File: src/rtl/target_seq_pkg.sv
// Shared types for the target power sequencer.
//   state_t  : sequencer state codes exposed on state_o
//   owner_t  : which agent currently owns the target pins
//   cyc_load : converts a cycle count into a timer load value (0 behaves as 1)
package target_seq_pkg;

  localparam int unsigned STATE_W = 3;
  localparam int unsigned OWNER_W = 2;

  typedef enum logic [STATE_W-1:0] {
    ST_OFF   = 3'd0,
    ST_RAMP  = 3'd1,
    ST_RESET = 3'd2,
    ST_RUN   = 3'd3,
    ST_DRAIN = 3'd4,
    ST_FAULT = 3'd5
  } state_t;

  typedef enum logic [OWNER_W-1:0] {
    OWN_NONE = 2'd0,
    OWN_GPIO = 2'd1,
    OWN_AVR  = 2'd2
  } owner_t;

  // The timer raises done when it reaches zero, so a state lasting n cycles loads n-1.
  function automatic int unsigned cyc_load(input int unsigned n);
    return (n == 32'd0) ? 32'd0 : n - 32'd1;
  endfunction

endpackage

File: src/rtl/seq_timer.sv
// Loadable down-counter shared by all timed sequencer phases.
//   clk, reset_n : clock, async active-low reset
//   load         : load load_val this cycle (takes priority over counting)
//   load_val     : value loaded; done_c fires load_val+1 cycles after the load edge
//   done_c       : combinational, high for one cycle when an armed count hits zero
module seq_timer #(
  parameter int unsigned CNT_W = 16
) (
  input  logic             clk,
  input  logic             reset_n,
  input  logic             load,
  input  logic [CNT_W-1:0] load_val,
  output logic             done_c
);

  logic [CNT_W-1:0] cnt;
  logic             armed;

  // Count down after a load; disarm once zero has been reported.
  always_ff @(posedge clk or negedge reset_n) begin
    if (!reset_n) begin
      cnt   <= '0;
      armed <= 1'b0;
    end else if (load) begin
      cnt   <= load_val;
      armed <= 1'b1;
    end else if (armed) begin
      if (cnt == '0) armed <= 1'b0;
      else           cnt   <= cnt - CNT_W'(1);
    end
  end

  assign done_c = armed && (cnt == '0);

endmodule

File: src/rtl/target_power_seq.sv
// Target connector power / reset / pin-ownership sequencer.
// Optional overcurrent handling is enabled with `define TARGET_SEQ_OVERCURRENT_EN.
//   clk, reset_n     : clock (clk_usb), async active-low reset
//   power_on_i       : target power request
//   avrprog_req_i    : AVR programmer requests nRST/MOSI/SCK
//   gpio_nrst_en_i   : GPIO requests nRST; gpio_nrst_i is the driven value
//   ocp_fault_i      : overcurrent fault (macro builds only)
//   target_npower_o  : 1 = target unpowered
//   pins_highz_o     : 1 = all target pins float
//   nrst_oe_o/nrst_o : nRST output enable and value
//   avr_grant_o      : AVR programmer owns the pins
//   gpio_grant_o     : GPIO owns nRST
//   state_o          : current state code
//   busy_o           : state is neither OFF nor RUN
//   fault_o          : overcurrent fault latched (tied 0 without the macro)
module target_power_seq
  import target_seq_pkg::*;
#(
  parameter int unsigned CNT_W     = 16,
  parameter int unsigned RAMP_CYC  = 1000,
  parameter int unsigned RST_CYC   = 100,
  parameter int unsigned DRAIN_CYC = 32,
  parameter int unsigned GAP_CYC   = 4
) (
  input  logic               clk,
  input  logic               reset_n,
  input  logic               power_on_i,
  input  logic               avrprog_req_i,
  input  logic               gpio_nrst_en_i,
  input  logic               gpio_nrst_i,
`ifdef TARGET_SEQ_OVERCURRENT_EN
  input  logic               ocp_fault_i,
`endif
  output logic               target_npower_o,
  output logic               pins_highz_o,
  output logic               nrst_oe_o,
  output logic               nrst_o,
  output logic               avr_grant_o,
  output logic               gpio_grant_o,
  output logic [STATE_W-1:0] state_o,
  output logic               busy_o,
  output logic               fault_o
);

  localparam logic [CNT_W-1:0] RAMP_LD  = CNT_W'(cyc_load(RAMP_CYC));
  localparam logic [CNT_W-1:0] RST_LD   = CNT_W'(cyc_load(RST_CYC));
  localparam logic [CNT_W-1:0] DRAIN_LD = CNT_W'(cyc_load(DRAIN_CYC));
  localparam logic [CNT_W-1:0] GAP_LD   = CNT_W'(cyc_load(GAP_CYC));

  state_t           state_q, state_d;
  owner_t           owner_q, owner_d, desired_c;
  logic             gap_q, gap_d;
  logic             tmr_load_c, tmr_done_c;
  logic [CNT_W-1:0] tmr_val_c;
  logic             npower_d, highz_d, oe_d, nrst_d, avr_d, gpio_d, busy_d;
`ifdef TARGET_SEQ_OVERCURRENT_EN
  logic             fault_d;
`endif

  seq_timer #(.CNT_W(CNT_W)) u_timer (
    .clk      (clk),
    .reset_n  (reset_n),
    .load     (tmr_load_c),
    .load_val (tmr_val_c),
    .done_c   (tmr_done_c)
  );

  // Next state, ownership, timer control and next registered outputs.
  always_comb begin
    state_d    = state_q;
    owner_d    = owner_q;
    gap_d      = gap_q;
    tmr_load_c = 1'b0;
    tmr_val_c  = '0;
    desired_c  = avrprog_req_i  ? OWN_AVR  :
                 gpio_nrst_en_i ? OWN_GPIO : OWN_NONE;

    case (state_q)
      ST_OFF: begin
        if (power_on_i) begin
          state_d    = ST_RAMP;
          tmr_load_c = 1'b1;
          tmr_val_c  = RAMP_LD;
        end
      end
      ST_RAMP, ST_RESET, ST_RUN: begin
        if (!power_on_i) begin
          state_d    = ST_DRAIN;
          tmr_load_c = 1'b1;
          tmr_val_c  = DRAIN_LD;
        end else if (state_q == ST_RAMP) begin
          if (tmr_done_c) begin
            state_d    = ST_RESET;
            tmr_load_c = 1'b1;
            tmr_val_c  = RST_LD;
          end
        end else if (state_q == ST_RESET) begin
          if (tmr_done_c) state_d = ST_RUN;
        end else if (gap_q) begin
          // Gap end takes whatever is requested now; mid-gap changes never restart it.
          if (tmr_done_c) begin
            owner_d = desired_c;
            gap_d   = 1'b0;
          end
        end else if (desired_c != owner_q) begin
          owner_d    = OWN_NONE;
          gap_d      = 1'b1;
          tmr_load_c = 1'b1;
          tmr_val_c  = GAP_LD;
        end
      end
      ST_DRAIN: begin
        // Power requests are ignored until OFF is reached.
        if (tmr_done_c) state_d = ST_OFF;
      end
      ST_FAULT: begin
        if (!power_on_i) state_d = ST_OFF;
      end
      default: state_d = ST_OFF;
    endcase

`ifdef TARGET_SEQ_OVERCURRENT_EN
    // Fault wins over everything else, including a simultaneous power-off.
    if (ocp_fault_i && (state_q inside {ST_RAMP, ST_RESET, ST_RUN, ST_DRAIN})) begin
      state_d    = ST_FAULT;
      tmr_load_c = 1'b0;
    end
`endif

    // Ownership only exists while running.
    if (state_d != ST_RUN) begin
      owner_d = OWN_NONE;
      gap_d   = 1'b0;
    end

    npower_d = 1'b1;
    highz_d  = 1'b1;
    oe_d     = 1'b0;
    nrst_d   = 1'b1;
    avr_d    = 1'b0;
    gpio_d   = 1'b0;
    busy_d   = (state_d != ST_OFF) && (state_d != ST_RUN);
`ifdef TARGET_SEQ_OVERCURRENT_EN
    fault_d  = (state_d == ST_FAULT);
`endif

    case (state_d)
      ST_RAMP, ST_DRAIN: npower_d = 1'b0;
      ST_RESET: begin
        npower_d = 1'b0;
        highz_d  = 1'b0;
        oe_d     = 1'b1;
        nrst_d   = 1'b0;
      end
      ST_RUN: begin
        npower_d = 1'b0;
        highz_d  = 1'b0;
        case (owner_d)
          OWN_GPIO: begin
            oe_d   = 1'b1;
            nrst_d = gpio_nrst_i;
            gpio_d = 1'b1;
          end
          // AVR pins are driven at the top level from the USB SPI path.
          OWN_AVR: avr_d = 1'b1;
          default: ;
        endcase
      end
      default: ;
    endcase
  end

  // State and registered outputs.
  always_ff @(posedge clk or negedge reset_n) begin
    if (!reset_n) begin
      state_q         <= ST_OFF;
      owner_q         <= OWN_NONE;
      gap_q           <= 1'b0;
      target_npower_o <= 1'b1;
      pins_highz_o    <= 1'b1;
      nrst_oe_o       <= 1'b0;
      nrst_o          <= 1'b1;
      avr_grant_o     <= 1'b0;
      gpio_grant_o    <= 1'b0;
      busy_o          <= 1'b0;
    end else begin
      state_q         <= state_d;
      owner_q         <= owner_d;
      gap_q           <= gap_d;
      target_npower_o <= npower_d;
      pins_highz_o    <= highz_d;
      nrst_oe_o       <= oe_d;
      nrst_o          <= nrst_d;
      avr_grant_o     <= avr_d;
      gpio_grant_o    <= gpio_d;
      busy_o          <= busy_d;
    end
  end

  assign state_o = state_q;

`ifdef TARGET_SEQ_OVERCURRENT_EN
  // Fault flag follows FAULT state entry/exit.
  always_ff @(posedge clk or negedge reset_n) begin
    if (!reset_n) fault_o <= 1'b0;
    else          fault_o <= fault_d;
  end
`else
  assign fault_o = 1'b0;
`endif

endmodule

File: config.mk
export PLATFORM = sky130hd
export DESIGN_NAME = target_power_seq
export DESIGN_NICKNAME = d
export VERILOG_FILES = /design/src/rtl/target_seq_pkg.sv /design/src/rtl/seq_timer.sv /design/src/rtl/target_power_seq.sv
export SDC_FILE = /design/constraint.sdc
export NUM_CORES = 1
export LEC_CHECK = 0
export BUFFER_PORTS_ARGS = -buffer_cell sky130_fd_sc_hd__buf_2
export CORE_AREA = 2 2 82 84
export CTS_BUF_LIST = sky130_fd_sc_hd__clkbuf_4
export DETAILED_ROUTE_END_ITERATION = 12
export DIE_AREA = 0 0 84 86
export GPL_TIMING_DRIVEN = 0
export PLACE_DENSITY = 0.49
export SLEW_MARGIN = 20
export SYNTH_ARGS = -nofsm -noshare
export SYNTH_HDL_FRONTEND = slang
export SYNTH_SLANG_ARGS = --single-unit
File: constraint.sdc
create_clock -name clk -period 4.76 [get_ports clk]
set_clock_uncertainty 0.05 [all_clocks]
set_input_delay 0.238 -clock clk [delete_from_list [all_inputs] [get_ports clk]]
set_output_delay 0.238 -clock clk [all_outputs]
set_load 0.005 [all_outputs]
# Word level (Yosys, flattened, before mapping)
# Index checks and enable logic that the tools add are counted.
[word_totals]
regBits = 30
inputBits = 6
output_inout_bits = 11
word_cells = 99
[classes]
addsub = 1
eq_ne = 16
muxes = 57
reduce_logical = 13
[ops]
columns = ["cell", "count"]
rows = [
  ["two-way mux 16 bit", 5],
  ["one-hot mux 16 bit (2 select lines)", 1],
  ["two-way mux 1 bit", 25],
  ["two-way mux 2 bit", 12],
  ["two-way mux 3 bit", 8],
  ["zero test 16 bit", 1],
  ["subtractor 16 x 1 -> 16 bit, second input constant", 1],
  ["equality test 3 x 2 -> 1 bit, second input constant", 4],
  ["one-hot mux 3 bit (4 select lines)", 1],
  ["two-way mux 10 bit", 1],
  ["equality test 3 bit, second input constant", 3],
  ["two-way mux 7 bit", 1],
  ["equality test 3 x 1 -> 1 bit, second input constant", 2],
  ["one-hot mux 1 bit (2 select lines)", 3],
  ["nonzero test 2 bit", 3],
  ["!= test 2 x 1 -> 1 bit, second input constant", 2],
  ["AND reduction 4 bit", 1],
  ["OR reduction 4 bit", 1],
  ["zero test 3 bit", 1],
  ["!= test 3 x 2 -> 1 bit, second input constant", 1],
  ["nonzero test 3 bit", 1],
  ["OR reduction 3 bit", 1],
  ["equality test 2 x 1 -> 1 bit, second input constant", 1],
  ["equality test 2 bit, second input constant", 1],
  ["5 further kinds", 6],
]

# Longest topological paths before layout
[logic_depth]
depth_word = 13
ltp_mapped = 8
depth_no_buf = 8

# Cells and area by module
# From an unflattened synthesis, not the netlist that was laid out.
[hier_totals]
cells_unflattened = 202
area_unflattened_um2 = 1853.0
[modules_own_cells]
columns = ["module", "instances", "cells_each", "area_each_um2", "seq_area_each_um2"]
rows = [
  ["seq_timer", 1, 124, 1069.8, 425.4],
  ["target_power_seq", 1, 78, 783.3, 329.1],
]

# Worst setup path after synthesis
# No wires, ideal clock.
[synth_path]
path_type = "reg-to-reg"
start = "register u_timer.cnt[0]"
end = "register nrst_o"
setup_time_ns = 0.073
t_arrival_ns = 1.992
required_ns = 4.637
slack_ns = 2.645
stages_incl_launch_ff = 9
n_path_buf = 0
synth_period_minus_slack_ns = 2.115
path_cell_list = "dfrtp_1 -> inv_1 -> ha_1 -> nor4b_2 -> nand4_2 -> or3b_1 -> o21a_1 -> and2_1 -> a21oi_1"
[synth_between]
elab_chain_cells = 12
elab_cells_between_ends = 22
cone_classes = "eq/ne: 4; mux: 16; reduce/logical: 2"
[synth_rtl]
columns = ["item", "line_no", "text"]
rows = [
  ["start, declared", "seq_timer.sv:16", "logic [CNT_W-1:0] cnt;"],
  ["start signal, assigned", "seq_timer.sv:25", "cnt <= load_val;"],
  ["start signal, assigned", "seq_timer.sv:29", "else cnt <= cnt - CNT_W'(1);"],
  ["zero test 16 bit *", "seq_timer.sv:33", "assign done_c = armed && (cnt == '0);"],
  ["logical AND 1 bit *", "seq_timer.sv:33", ""],
  ["two-way mux 3 bit or two-way mux 2 bit (tied branches)", "target_power_seq.sv:98, target_power_seq.sv:101", ""],
  ["two-way mux 3 bit or two-way mux 2 bit (tied branches)", "target_power_seq.sv:97, target_power_seq.sv:99", ""],
  ["two-way mux 3 bit or two-way mux 2 bit (tied branches)", "target_power_seq.sv:91, target_power_seq.sv:97", ""],
  ["two-way mux 3 bit or two-way mux 2 bit (tied branches)", "target_power_seq.sv:87, target_power_seq.sv:91", ""],
  ["one-hot mux 3 bit (4 select lines) or two-way mux 2 bit (tied branches)", "target_power_seq.sv:78, target_power_seq.sv:87", ""],
  ["!= test 3 x 2 -> 1 bit or two-way mux 2 bit (tied branches)", "target_power_seq.sv:131, target_power_seq.sv:78", ""],
  ["two-way mux 2 bit *", "target_power_seq.sv:131", "if (state_d != ST_RUN) begin"],
  ["named net owner_d[0]", "target_power_seq.sv:51", "owner_t owner_q, owner_d, desired_c;"],
  ["equality test 2 x 1 -> 1 bit *", "target_power_seq.sv:158", "case (owner_d)"],
  ["two-way mux 1 bit *", "target_power_seq.sv:158", ""],
  ["one-hot mux 1 bit (2 select lines) *", "target_power_seq.sv:147", "case (state_d)"],
  ["named net nrst_d", "target_power_seq.sv:55", "logic npower_d, highz_d, oe_d, nrst_d, avr_d, gpio_d, busy_d;"],
  ["end signal, assigned", "target_power_seq.sv:193", "nrst_o <= nrst_d;"],
  ["end, declared", "target_power_seq.sv:37", "output logic nrst_o,"],
]
# Mark *: on every way through the listed nets, which the timed path passes. The rest lies on a longest branch.
# A chain may end at the register's enable or synchronous reset.

# Worst setup path in the final report
[layout_path]
start = "register u_timer.cnt[7]"
end = "register nrst_oe_o"
[layout_between]
elab_chain_cells = 12
elab_cells_between_ends = 22
cone_classes = "eq/ne: 4; mux: 16; reduce/logical: 2"
[layout_rtl]
columns = ["item", "line_no", "text"]
rows = [
  ["zero test 16 bit *", "seq_timer.sv:33", ""],
  ["logical AND 1 bit *", "seq_timer.sv:33", ""],
  ["two-way mux 3 bit or two-way mux 2 bit (tied branches)", "target_power_seq.sv:98, target_power_seq.sv:101", ""],
  ["two-way mux 3 bit or two-way mux 2 bit (tied branches)", "target_power_seq.sv:97, target_power_seq.sv:99", ""],
  ["two-way mux 3 bit or two-way mux 2 bit (tied branches)", "target_power_seq.sv:91, target_power_seq.sv:97", ""],
  ["two-way mux 3 bit or two-way mux 2 bit (tied branches)", "target_power_seq.sv:87, target_power_seq.sv:91", ""],
  ["one-hot mux 3 bit (4 select lines) or two-way mux 2 bit (tied branches)", "target_power_seq.sv:78, target_power_seq.sv:87", ""],
  ["!= test 3 x 2 -> 1 bit or two-way mux 2 bit (tied branches)", "target_power_seq.sv:131, target_power_seq.sv:78", ""],
  ["two-way mux 2 bit", "target_power_seq.sv:131", ""],
  ["equality test 2 x 1 -> 1 bit", "target_power_seq.sv:158", ""],
  ["two-way mux 1 bit", "target_power_seq.sv:158", ""],
  ["one-hot mux 1 bit (2 select lines) *", "target_power_seq.sv:147", ""],
  ["named net oe_d", "target_power_seq.sv:55", ""],
  ["end signal, assigned", "target_power_seq.sv:181", "nrst_oe_o <= 1'b0;"],
  ["end signal, assigned", "target_power_seq.sv:192", "nrst_oe_o <= oe_d;"],
  ["end, declared", "target_power_seq.sv:36", "output logic nrst_oe_o,"],
]
# Marked as above.

==> results by group <==
Outcome
  – Status: completed

Layout
  – Fin nets: 230
  – Area grow syn2layout: 12.9%
  – # diodes: 0
  – Layout cells sized above 1: 0.161
  – Post-route insts no fill: 300
  – Layout fillers: around 670

GRT
  – Antenna violations before repair: 0
  – Number of global-route vias before repair: roughly 1,500
  – All-Layer GR Usage: 0.124
  – First-pass GRT wire length: around 7200 microns
  – Largest net degree at the start of global routing: 31
  – Grt total ovfl: 0

Floorplanning
  – Row cnt: 29
  – DIE WIDTH: roughly 84 microns
  – Core ar.: 6280 sq um
  – Initial Util: 0.292
  – I/O pins: 17
  – Total die area: between 7000 and 8000 sq um
  – Die extent in y: approximately 86 microns

Worst setup path
  – CP Cell Sequence: nor4_2 > nand2_2 > nor3_1 > o21bai_1 > a21o_1 > a31o_1
  – WS Path Type: flop to flop
  – Crit path capture type: flop
  – R2R depth: 6
  – WP data required: about 4.9 ns
  – Reg2reg setup slack: between 2 and 2.5 ns
  – Startpoint types: flop
  – Crit path DAT: between 2 and 3 ns
  – Worst-path fanout max: 10
  – Critical-path top delay cell: nor3_1
  – RR Endpoint: nrst_oe_o$_DFF_PN0_
  – Worst r2r src: u_timer.cnt[7]$_DFFE_PN0P_
  – CP max stage delay: 0.66 ns

Power and ir drop
  – Total internal power: 0.484 mW
  – Peak supply drop: roughly 0.16 mV
  – Pleak: 0.865 nW
  – Cell Pwr Density: roughly 390 nW/um^2
  – Seq pwr share: 0.465
  – Clock power frac: 0.187
  – Psw: about 0.32 mW
  – Sw frac: 0.396
  – Logic gate share of total power: 0.348

Synth
  – Synth top area share: 0.369
  – Syn. warnings: 0
  – Top cells by area, synth: dfrtp_1 37%, dfstp_2 4.3%, nor2_1 4.1%
  – Main synth FF type: dfrtp_1
  – Synthesized flop and latch total: 30
  – Asr flop ratio synth: 1.00
  – Sequential fraction of the synthesis area: 0.412
  – Synth unique cells: 57
  – Post-Syn Area: ~1800 sq um
  – Post-Syn Nets: between 200 and 250
  – Mean Syn Cell Area: around 9.2 sq um
  – Synth Instances: between 150 and 200
  – EDFF count, synth: 0
  – Largest area contributor in the netlist: dfrtp_1

Worst hold path
  – Cell count of the worst hold path: 3
  – Hold Path Origin: gpio_nrst_i
  – Hold WC Path Type: input port to flop
  – Worst hold endpoint: nrst_o$_DFF_PN1_

Placed design
  – DPL Wire Length: around 3000 microns
  – DP Cell Count: approximately 290
  – Port Buf Inserts: 15
  – Gp weighted congestion: between 0.7 and 0.8

Timing
  – FMAX: about 0.39 GHz
  – Final Max Tran Viols: 0
  – Setup violations, final: 0
  – Fin crit period: 2.56 ns
  – Worst-margin pin slew: 0.809 ns
  – Slew headroom: 0.456
  – Setup_tns: 0 ns
  – Period utilization: 0.539
  – Final Hold Viols: 0
  – RSZ-0062 raised after global routing: no

CTS
  – Clk root buf: clkbuf_4
  – TritonCTS Buffers: 5
  – Clk pin slew, worst setup/hold paths: roughly 0.10 ns
  – CTS Sinks: 30
  – CTS tree: done
  – Worst-Skew Late Latency: ~0.33 ns
  – H-tree depth: 2
  – CTS max path bufs: 2
  – Post-CTS setup buffer count: 0

Routing
  – Via/cell ratio: 5.22
  – Average wire per standard cell: between 10 and 15 microns
  – Via count: about 1,600
  – Post-route ant nets: 0
  – Final wirelength: 4230 microns
  – Residual DRC count: 0
  – Pre-antenna DRT Iters: 4
  – 1st-iter DRT viols: ~70

Run
  – Max-Cap Viols: 0
## logic make-up after synthesis
family | after synthesis | synth area share
and+or+nand+nor | 86 | 0.284
xor gates and xnor gates | 7 | 0.0335
muxes | 3 | 0.0164
DFF | 30 | 0.412
buffers and inverters | 14 | 0.0308
other | 1 | 0.00205
AOI/OAI and AO/OA | 56 | 0.207
adders and majority gates | 2 | 0.0137
## Yosys cell counts, types with 2 or more instances
| cell type | number |
|---|---|
| o21a_1 | 4 |
| o41ai_1 | 2 |
| nor3_1 | 9 |
| nand3_1 | 3 |
| a21oi_1 | 13 |
| o21bai_1 | 2 |
| a21o_1 | 2 |
| nand2b_1 | 5 |
| and4b_1 | 2 |
| o21ai_0 | 10 |
| or3_1 | 4 |
| mux2i_1 | 3 |
| a41oi_1 | 2 |
| o21ai_1 | 2 |
| nor3b_1 | 2 |
| nand2_1 | 15 |
| clkbuf_1 | 7 |
| nor4_4 | 2 |
| o211ai_1 | 2 |
| xnor2_1 | 6 |
| and2_1 | 2 |
| o31ai_1 | 2 |
| nor2_1 | 20 |
| dfstp_2 | 3 |
| and3b_1 | 2 |
| inv_1 | 6 |
| dfrtp_1 | 27 |
| nor4_1 | 2 |
| nor2b_1 | 3 |
| or4_1 | 3 |
| nand4_1 | 2 |
| ha_1 | 2 |
| a31oi_1 | 4 |
## how the worst max path moves through the flow
stage / end / from / depth (start not counted)
finish: nrst_oe_o$_DFF_PN0_ / u_timer.cnt[7]$_DFFE_PN0P_ / 6
global placement: u_timer.cnt[15]$_DFFE_PN0P_ / state_o[1]$_DFF_PN0_ / 7
detailed placement: nrst_oe_o$_DFF_PN0_ / u_timer.cnt[7]$_DFFE_PN0P_ / 6
floorplan: nrst_o$_DFF_PN1_ / u_timer.cnt[0]$_DFFE_PN0P_ / 8
global route: u_timer.cnt[11]$_DFFE_PN0P_ / u_timer.cnt[0]$_DFFE_PN0P_ / 7
CTS: nrst_oe_o$_DFF_PN0_ / u_timer.cnt[7]$_DFFE_PN0P_ / 6
## flip-flops by register name, indices dropped and copies added (netlist names)
| name | flops |
|---|---|
| u_timer.cnt | 16 |
| state_o | 3 |
| owner_q | 2 |
| avr_grant_o | 1 |
| busy_o | 1 |
| gap_q | 1 |
| gpio_grant_o | 1 |
| nrst_o | 1 |
| nrst_oe_o | 1 |
| pins_highz_o | 1 |
| target_npower_o | 1 |
| u_timer.armed | 1 |
## cells in the final DEF, fill, tap and decap left out, types with 3 or more instances in the layout
| cell type | count |
|---|---|
| a21oi_1 | 13 |
| a31oi_1 | 4 |
| buf_2 | 15 |
| clkbuf_1 | 7 |
| clkbuf_4 | 5 |
| dfrtp_1 | 27 |
| dfstp_2 | 3 |
| inv_1 | 6 |
| mux2i_1 | 3 |
| nand2_1 | 15 |
| nand2b_1 | 5 |
| nand3_1 | 3 |
| nor2_1 | 20 |
| nor2b_1 | 3 |
| nor3_1 | 9 |
| o21a_1 | 4 |
| o21ai_0 | 10 |
| or3_1 | 4 |
| or4_1 | 3 |
| xnor2_1 | 6 |
## critical path, delay by kind of cell, from the launching register on
family | cells | cell delay, ns
flip-flops | 1 | 0.46
AO/OA/AOI/OAI | 3 | 0.61
AND/OR/NAND/NOR | 3 | 1.35
## area by class of cell
class	count	area, sq um	share of cell area
multi-input combinational	155	1020	0.494
sequential	30	754	0.365
tap	77	96.3	0.0466
timing repair buffer	16	85.1	0.0412
clock buffer	5	37.5	0.0182
buffer	8	33.8	0.0164
inverter	6	22.5	0.0109
clock inverter	3	16.3	0.00787
## through the flow
stage | power, mW | utilization | hold WS [ns] | setup WS [ns] | area, sq um
final | 0.802 | 0.329 | 0.0511 | 2.20 | 2070
after global routing | 0.875 | 0.329 | 0.0262 | 2.00 | 2070
after CTS | 0.813 | 0.329 | 0.0363 | 2.25 | 2070
after detailed placement | 0.658 | 0.319 | 0.283 | 2.28 | 2000
after global placement | 0.657 | 0.319 | 0.278 | 2.26 | 2000
after floorplan | 0.579 | - | -0.108 | 2.65 | 1830
## metal layers
layer,global-route usage,up-vias,wire (microns)
met3,0.0308,8,146
met4,0.0484,0,89
li1,-,777,-
met5,0,-,0
met2,0.190,24,1870
met1,0.170,758,2120
## power groups by stage
stage / registers [mW] / logic [mW] / clock network (mW)
3_3_place_gp: 0.377 / 0.280 / 0
3_5_place_dp: 0.376 / 0.282 / 0
5_1_grt: 0.383 / 0.322 / 0.169
2_1_floorplan: 0.366 / 0.213 / 0
4_1_cts: 0.373 / 0.282 / 0.158
6_report: 0.373 / 0.279 / 0.150
## timing repair
item / CTS / global route
hold buffers: 1 / 0
gates resized for setup: 0 / 0
hold endpoints to repair: 27 / 0
(Power assumes the default switching activity.)
